**src/rtl/trb_st2bus_if.sv**
```systemverilog
// rtl/trb_st2bus_if.sv - ST beat input and packed bus word output bundle for trb_st2bus
interface trb_st2bus_if #(
  parameter int ST    = 8,
  parameter int BUS_W = 512,
  parameter int CNT_W = 7
);
  logic [ST-1:0]    st_data;
  logic             st_valid;
  logic             st_sop;
  logic             st_eop;
  logic             st_ready;
  logic [BUS_W-1:0] bus_data;
  logic             bus_valid;
  logic [CNT_W-1:0] bus_bytes;
  logic             bus_last;
  logic             bus_ready;

  modport master (
    output st_data, st_valid, st_sop, st_eop, bus_ready,
    input  st_ready, bus_data, bus_valid, bus_bytes, bus_last
  );

  modport slave (
    input  st_data, st_valid, st_sop, st_eop, bus_ready,
    output st_ready, bus_data, bus_valid, bus_bytes, bus_last
  );
endinterface

```
**src/rtl/trb_st2bus.sv**
```systemverilog
// rtl/trb_st2bus.sv - packs an 8-bit ST decoded-bit stream into wide bus words (optional stats: TRB_ST2BUS_STAT_EN)
module trb_st2bus #(
  parameter int ST    = 8,
  parameter int BUS_W = 512,
  parameter int CNT_W = 7
) (
  input logic         clk,
  input logic         rst,
  trb_st2bus_if.slave io
`ifdef TRB_ST2BUS_STAT_EN
  ,
  output logic [15:0] pkt_cnt,
  output logic [15:0] drop_cnt
`endif
);
  localparam int               BPW       = BUS_W / ST;
  localparam logic [CNT_W-1:0] LAST_SLOT = CNT_W'(BPW - 1);

  typedef enum logic {IDLE = 1'b0, PKT = 1'b1} state_t;

  state_t           state;
  logic [CNT_W-1:0] cnt;
  logic [BUS_W-1:0] acc;
  logic             pend;
  logic [CNT_W-1:0] pend_bytes;
  logic             pend_last;
  logic             side_vld;
  logic [ST-1:0]    side_data;
  logic             side_eop;
  logic [BUS_W-1:0] ob_data;
  logic             ob_valid;
  logic [CNT_W-1:0] ob_bytes;
  logic             ob_last;

  logic             st_ready_c;
  logic             accept;
  logic             drain;
  logic             obuf_free;
  logic             drop;
  logic             trunc;
  logic             done;
  logic [CNT_W-1:0] slot;
  logic [BUS_W-1:0] beat_word;
  logic [BUS_W-1:0] side_word;

  // Input side stalls only while a finished word waits for the output buffer.
  assign st_ready_c = !rst && !pend;
  assign accept     = io.st_valid && st_ready_c;
  assign drain      = ob_valid && io.bus_ready;
  assign obuf_free  = !ob_valid || io.bus_ready;
  assign drop       = accept && (state == IDLE) && !io.st_sop;
  assign trunc      = accept && (state == PKT) && io.st_sop && (cnt != '0);
  assign slot       = io.st_sop ? '0 : cnt;
  assign done       = accept && !drop && (io.st_eop || (slot == LAST_SLOT));
  assign side_word  = BUS_W'(side_data);

  assign io.st_ready  = st_ready_c;
  assign io.bus_data  = ob_data;
  assign io.bus_valid = ob_valid;
  assign io.bus_bytes = ob_bytes;
  assign io.bus_last  = ob_last;

  // Word with the incoming beat placed in its slot; a sop beat always starts from an empty word.
  always_comb begin
    beat_word = io.st_sop ? '0 : acc;
    for (int k = 0; k < BPW; k++) begin
      if (slot == CNT_W'(k)) beat_word[k*ST +: ST] = io.st_data;
    end
  end

  // Packing state machine: accumulator, pending word, side beat and output buffer.
  always_ff @(posedge clk or posedge rst) begin
    if (rst) begin
      state      <= IDLE;
      cnt        <= '0;
      acc        <= '0;
      pend       <= 1'b0;
      pend_bytes <= '0;
      pend_last  <= 1'b0;
      side_vld   <= 1'b0;
      side_data  <= '0;
      side_eop   <= 1'b0;
      ob_data    <= '0;
      ob_valid   <= 1'b0;
      ob_bytes   <= '0;
      ob_last    <= 1'b0;
    end else if (pend) begin
      if (obuf_free) begin
        ob_valid <= 1'b1;
        ob_data  <= acc;
        ob_bytes <= pend_bytes;
        ob_last  <= pend_last;
        if (side_vld) begin
          // The beat that truncated the previous packet now opens a fresh word.
          side_vld <= 1'b0;
          acc      <= side_word;
          if (side_eop) begin
            pend_bytes <= CNT_W'(1);
            pend_last  <= 1'b1;
            cnt        <= '0;
            state      <= IDLE;
          end else begin
            pend  <= 1'b0;
            cnt   <= CNT_W'(1);
            state <= PKT;
          end
        end else begin
          acc  <= '0;
          pend <= 1'b0;
        end
      end
    end else begin
      if (drain) ob_valid <= 1'b0;
      if (trunc) begin
        if (obuf_free) begin
          ob_valid <= 1'b1;
          ob_data  <= acc;
          ob_bytes <= cnt;
          ob_last  <= 1'b1;
          acc      <= beat_word;
          if (io.st_eop) begin
            pend       <= 1'b1;
            pend_bytes <= CNT_W'(1);
            pend_last  <= 1'b1;
            cnt        <= '0;
            state      <= IDLE;
          end else begin
            cnt   <= CNT_W'(1);
            state <= PKT;
          end
        end else begin
          pend       <= 1'b1;
          pend_bytes <= cnt;
          pend_last  <= 1'b1;
          side_vld   <= 1'b1;
          side_data  <= io.st_data;
          side_eop   <= io.st_eop;
        end
      end else if (done) begin
        cnt   <= '0;
        state <= io.st_eop ? IDLE : PKT;
        if (obuf_free) begin
          ob_valid <= 1'b1;
          ob_data  <= beat_word;
          ob_bytes <= slot + CNT_W'(1);
          ob_last  <= io.st_eop;
          acc      <= '0;
        end else begin
          acc        <= beat_word;
          pend       <= 1'b1;
          pend_bytes <= slot + CNT_W'(1);
          pend_last  <= io.st_eop;
        end
      end else if (accept && !drop) begin
        acc   <= beat_word;
        cnt   <= slot + CNT_W'(1);
        state <= PKT;
      end
    end
  end

`ifdef TRB_ST2BUS_STAT_EN
  // Saturating packet and drop counters.
  always_ff @(posedge clk or posedge rst) begin
    if (rst) begin
      pkt_cnt  <= '0;
      drop_cnt <= '0;
    end else begin
      if (drain && ob_last && (pkt_cnt != 16'hFFFF)) pkt_cnt <= pkt_cnt + 16'd1;
      if ((drop || trunc) && (drop_cnt != 16'hFFFF)) drop_cnt <= drop_cnt + 16'd1;
    end
  end
`endif
endmodule

```
**src/flat_wrapper.sv**
```systemverilog
// flat-port wrapper written by rule: the top's interface ports become plain ports
module trb_st2bus_flat 
#(
  parameter int ST    = 8,
  parameter int BUS_W = 512,
  parameter int CNT_W = 7
)
  (clk, rst, io_st_data, io_st_valid, io_st_sop, io_st_eop, io_bus_ready, io_st_ready, io_bus_data, io_bus_valid, io_bus_bytes, io_bus_last);
  trb_st2bus_if #(.ST(ST), .BUS_W(BUS_W), .CNT_W(CNT_W)) io_i ();
  input logic clk;
  input logic rst;
  input wire logic [$bits(io_i.st_data)-1:0] io_st_data;
  input wire logic [$bits(io_i.st_valid)-1:0] io_st_valid;
  input wire logic [$bits(io_i.st_sop)-1:0] io_st_sop;
  input wire logic [$bits(io_i.st_eop)-1:0] io_st_eop;
  input wire logic [$bits(io_i.bus_ready)-1:0] io_bus_ready;
  output wire logic [$bits(io_i.st_ready)-1:0] io_st_ready;
  output wire logic [$bits(io_i.bus_data)-1:0] io_bus_data;
  output wire logic [$bits(io_i.bus_valid)-1:0] io_bus_valid;
  output wire logic [$bits(io_i.bus_bytes)-1:0] io_bus_bytes;
  output wire logic [$bits(io_i.bus_last)-1:0] io_bus_last;
  assign io_i.st_data = io_st_data;
  assign io_i.st_valid = io_st_valid;
  assign io_i.st_sop = io_st_sop;
  assign io_i.st_eop = io_st_eop;
  assign io_i.bus_ready = io_bus_ready;
  assign io_st_ready = io_i.st_ready;
  assign io_bus_data = io_i.bus_data;
  assign io_bus_valid = io_i.bus_valid;
  assign io_bus_bytes = io_i.bus_bytes;
  assign io_bus_last = io_i.bus_last;
  trb_st2bus #(.ST(ST), .BUS_W(BUS_W), .CNT_W(CNT_W)) u_core (.clk(clk), .rst(rst), .io(io_i));
endmodule
```
**config.mk**
```make
export PLATFORM = sky130hd
export DESIGN_NAME = trb_st2bus_flat
export DESIGN_NICKNAME = d
export VERILOG_FILES = /design/src/rtl/trb_st2bus_if.sv /design/src/rtl/trb_st2bus.sv /design/src/flat_wrapper.sv
export SDC_FILE = /design/constraint.sdc
export NUM_CORES = 2
export LEC_CHECK = 0
export CORE_MARGIN = 5
export CORE_UTILIZATION = 40
export DETAILED_ROUTE_END_ITERATION = 10
export GPL_TIMING_DRIVEN = 0
export PLACE_DENSITY = 0.66
export SLEW_MARGIN = 10
export SYNTH_ARGS = -nofsm -noshare
export SYNTH_HDL_FRONTEND = slang
export SYNTH_SLANG_ARGS = --single-unit
export TNS_END_PERCENT = 30
```
**constraint.sdc**
```tcl
create_clock -name clk -period 50.2 [get_ports clk]
set_clock_uncertainty 0.2 [all_clocks]
set_input_delay 7.53 -clock clk [delete_from_list [all_inputs] [get_ports clk]]
set_output_delay 7.53 -clock clk [all_outputs]
set_load 0.1 [all_outputs]
```
# After elaboration in Yosys (flattened, before gate mapping)

Index checks and enable logic that the tools add are counted.

Flip-flop bits (word level): 1060
Input port bits: 14
Output and inout port bits: 522
Logic and storage cells: 261

Add/sub/neg operators: 1
Eq/ne operators: 70
Mux-type cells: 144
Bitwise gates (word level): 3
Reductions and logical operators: 30

Operator list:

| operator                                                        | count |
|---|---|
| 512-bit 2-to-1 mux                                              | 12 |
| 8-bit 2-to-1 mux                                                | 65 |
| 7-bit by 6-bit == test with 1-bit output, second input constant | 32 |
| 7-bit 2-to-1 mux                                                | 23 |
| 7-bit by 5-bit == test with 1-bit output, second input constant | 16 |
| 7-bit by 4-bit == test with 1-bit output, second input constant | 8 |
| 1-bit 2-to-1 mux                                                | 44 |
| 7-bit by 3-bit == test with 1-bit output, second input constant | 4 |
| 7-bit by 2-bit == test with 1-bit output, second input constant | 2 |
| 1-bit logical AND                                               | 10 |
| 3-bit AND reduction                                             | 3 |
| 7-bit by 1-bit adder with 7-bit output, second input constant   | 1 |
| 7-bit by 1-bit == test with 1-bit output, second input constant | 1 |
| 7-bit zero test                                                 | 1 |
| 7-bit nonzero test                                              | 1 |
| 2-bit != test, second input constant                            | 3 |
| 3-bit by 2-bit != test with 1-bit output, second input constant | 2 |
| 6-bit AND reduction                                             | 1 |
| 3-bit nonzero test                                              | 2 |
| 1-bit zero test                                                 | 5 |
| 2-bit by 1-bit != test with 1-bit output, second input constant | 2 |
| 2-bit AND reduction                                             | 2 |
| 4-bit AND reduction                                             | 1 |
| 4-bit nonzero test                                              | 1 |
| 3 further kinds                                                 | 6 |

# Logic depth before layout (Yosys ltp)

Depth in word-level cells: 11
Mapped depth: 15
Mapped depth without buffers: 8

# Least setup slack after synthesis

Ideal clock, no wire load.

Kind: input port to output port
Start point: input port rst
End point: output port io_st_ready
Arrival: 8783 ps
Data required time: 42470 ps
Path slack: 33687 ps
Cell stages on the path: 1
Path buffers: 0
Cells stage by stage: nor2_1

Cells in the longest elaborated chain, start to end: 2

RTL lines:

| what                             | line               | RTL |
|---|---|---|
| start: declaration               | flat_wrapper.sv:11 | `input logic rst;` |
| 1-bit zero test (no source line) | n/a                |  |
| 1-bit logical AND                | trb_st2bus.sv:47   | `assign st_ready_c = !rst && !pend;` |
| end: declaration                 | flat_wrapper.sv:17 | `output wire logic [$bits(io_i.st_ready)-1:0] io_st_ready;` |

No other way between the ends.

# Worst setup path in the final report

Ends and elaborated chain as after synthesis.

==> impl_metrics.env <==
export IMPL_tightest_slew_ns=1.29
export IMPL_rrSetupSlack_ns=45.01
export IMPL_finalHoldViolations=0
export IMPL_worst_hold_path_type="reg2reg"
export IMPL_synthCells=4159
export IMPL_synth_yosys_seq_area_share=0.552
export IMPL_p_leak_nw=26.6
export IMPL_maxCapViolCount=0
export IMPL_final_min_clock_period_ns=17.41
export IMPL_numCtsBuffers=115
export IMPL_wl_um=185000
export IMPL_end_kind="output port"
export IMPL_cts_sinks=1060
export IMPL_syn2layout_area_growth_pct=24.3
export IMPL_die_h_um=357
export IMPL_synthFlopType="dfrtp_1"
export IMPL_p_per_area_mw_per_mm2=37.7
export IMPL_clk_path_buf_depth=3
export IMPL_post_cts_buffers=0
export IMPL_routedWlPerCell_um=28.3
export IMPL_dp_final_hpwl_um=129000
export IMPL_clk_latency_ns=0.73
export IMPL_grt_use_total=0.281
export IMPL_setup_violations=0
export IMPL_yosysWarnings=0
export IMPL_io_pins=536
export IMPL_core_area_mm2=0.120
export IMPL_status="finished clean"
export IMPL_drt_iter0_drc=4796
export IMPL_drc=0
export IMPL_crit_fanout=4
export IMPL_cp_data_required_time_ns=42.47
export IMPL_max_clock_freq_ghz=0.0574
export IMPL_cts_max_level=3
export IMPL_grt_pass1_wl_um=269000
export IMPL_cts_hold_buf=0
export IMPL_crit_arrival_ns=9.68
export IMPL_yosys_register_bits=1060
export IMPL_ctsResizeCount=0
export IMPL_cts_tree="built"
export IMPL_port_buffers=535
export IMPL_rsz0062_at_grt="false"
export IMPL_synthArstFlopShare=1.00
export IMPL_finalPower_w=0.00225
export IMPL_fin_crit_sh=0.347
export IMPL_grt_start_max_net_pins=122
export IMPL_finalWorstSetupSlack_ns=32.79
export IMPL_start_util=0.402
export IMPL_drive_gt1_frac=0.109
export IMPL_postSynthAreaPerCell_um2=11.6
export IMPL_pre_cts_slack_ns=32.82
export IMPL_die_area_mm2=0.127
export IMPL_dr_pass1_iters=8
export IMPL_fillerInstances=10700
export IMPL_fin_nets=4840
export IMPL_rows=127
export IMPL_die_width_um=357
export IMPL_finalSetupTns_ns=0
export IMPL_antenna_found_initial=6
export IMPL_avgViaCountPerCell=6.13
export IMPL_gp_congestion=0.912
export IMPL_relSlewSlack=0.140
export IMPL_drt_antenna_violating_nets=0
export IMPL_syn_nets=4177
export IMPL_vdd_drop_max_mv=0.0350
export IMPL_clkTransAtPathRegs_ns=0.06
export IMPL_crit_type="in2out"
export IMPL_slew_viol_final=0
export IMPL_syn_area_mm2=0.0481
export IMPL_grt_pass1_vias=39100
export IMPL_startpoint_type="primary input"
export IMPL_cts_root_buf="clkbuf_16"
export IMPL_synth_edf_count=0
export IMPL_vias=40000
export IMPL_yosysUniqueCellTypes=69
export IMPL_grt_overflow=0
export IMPL_holdWs_ns=0.281
per-layer routing:
layer  vias to the layer above  track usage  part of all wire
met2                      2087        0.422              0.44
li1                      17100            -                 -
met4                         2        0.122             0.048
met5                         -            0          0.000049
met3                       403       0.0775             0.099
met1                     20500        0.385              0.41
logic make-up (layout without fill, tap and decap cells):
family          count (synthesis)  after routing  share of synthesized area
xor+xnor                        1              1                   0.000182
other cells                     0              4                          0
compound gates               1306           1306                      0.228
mux                           412            412                     0.0923
fa+ha+maj                       4              4                    0.00104
flops                        1060           1060                      0.552
buf+inv                       461           1220                     0.0379
simple gates                  915            915                     0.0889
stage by stage:
stage	utilization	area, um^2	std cells
floorplan	-	48100	4159
global placement	0.463	55400	6306
detailed placement	0.466	55700	6317
CTS	0.499	59700	6530
global route	0.499	59700	6530
finish	0.499	59800	6534
layout by cell type (no fill, tap or decap), types with 11 or more instances in the layout:
| cell type | synthesis | routed |
|---|---|---|
| and2_1 | 13 | 13 |
| o2bb2ai_1 | 18 | 18 |
| clkinv_2 | 0 | 16 |
| and3_1 | 67 | 67 |
| nand3_1 | 16 | 16 |
| dfrtp_1 | 1060 | 1060 |
| clkbuf_8 | 0 | 27 |
| clkdlybuf4s50_1 | 0 | 535 |
| nor2_1 | 291 | 291 |
| inv_1 | 33 | 32 |
| a32o_1 | 28 | 28 |
| a32oi_1 | 33 | 33 |
| o22ai_1 | 29 | 29 |
| clkbuf_16 | 0 | 115 |
| mux2i_1 | 161 | 161 |
| a21oi_1 | 23 | 23 |
| a31oi_1 | 72 | 72 |
| buf_1 | 24 | 24 |
| mux2_2 | 251 | 251 |
| clkbuf_1 | 340 | 365 |
| buf_2 | 44 | 44 |
| nor2b_1 | 163 | 163 |
| a221o_1 | 251 | 251 |
| o21ai_1 | 36 | 36 |
| nand2_1 | 312 | 312 |
| o211ai_1 | 30 | 30 |
| o21ai_0 | 25 | 25 |
| bufinv_16 | 0 | 12 |
| o31ai_1 | 226 | 225 |
| a22o_1 | 463 | 463 |
| buf_4 | 10 | 11 |
report_power, final:
part	internal, W	switching, W	total, W
clock network	0.000525	0.000373	0.000898
logic	0.0000928	0.000362	0.000455
registers	0.000880	0.0000210	0.000901
sequential cells by signal, indices dropped and copies added (netlist names), 7 cells and up:
| register | flops |
|---|---|
| u_core.side_data | 8 |
| u_core.pend_bytes | 7 |
| u_core.cnt | 7 |
| u_core.io.bus_data | 512 |
| u_core.io.bus_bytes | 7 |
| u_core.acc | 512 |
final timing paths:
kind,from,endpoint,depth (start not counted)
hold reg to reg,u_core.side_data[1],u_core.side_data[1],2
hold / removal,u_core.side_data[1],u_core.side_data[1],2
setup / recovery,rst,io_st_ready,3
min in group asynchronous,rst,u_core.acc[509],2
setup reg to reg,u_core.cnt[5],u_core.acc[360],8
max in group asynchronous,rst,u_core.acc[373],5
synth_stat cells (all sizes together), types with 4 or more instances:
cell type,count,area [um^2]
nor2b,163,1020
mux2,251,2830
and3,67,419
a32oi,33,289
dfrtp,1060,26500
o2bb2ai,18,158
a22o,463,4060
nor2,294,1110
nand4b,6,52.6
nor4bb,8,80.1
nand2,312,1170
a221oi,8,70.1
nor3,8,45.0
a221o,251,2510
clkinv,10,37.5
nor3b,4,30.0
o221a,7,78.8
o21a,10,75.1
o22ai,29,181
mux2i,161,1610
a32o,28,280
nor4,4,25.0
o211a,8,80.1
o31ai,226,1700
a2bb2oi,7,61.3
clkbuf,340,1280
a31oi,72,450
buf,78,385
and2,15,93.8
a211oi,8,92.6
o211ai,30,225
inv,33,124
a21oi,23,115
nand3,16,80.1
a211o,7,61.3
o21ai,61,305
ha,4,50.1
worst max-delay path, cell delays in order:
cell and delay [ns]:
clkdlybuf4s50_1 0.55, nor2_1 0.38, clkdlybuf4s50_1 1.22
area by class of cell:
cell class,count,area [um^2],share of cell area
flip-flops and latches,1060,26500,0.444
multi-input cells,2638,19700,0.330
repair buffers,546,5640,0.0944
clock buffers,168,3350,0.0560
well taps,1612,2020,0.0338
plain buffers,418,1660,0.0278
clock inverters,45,641,0.0107
inverters,43,169,0.00283
diodes,4,10.0,0.000168
No activity file was read; power rests on OpenSTA's default activity.
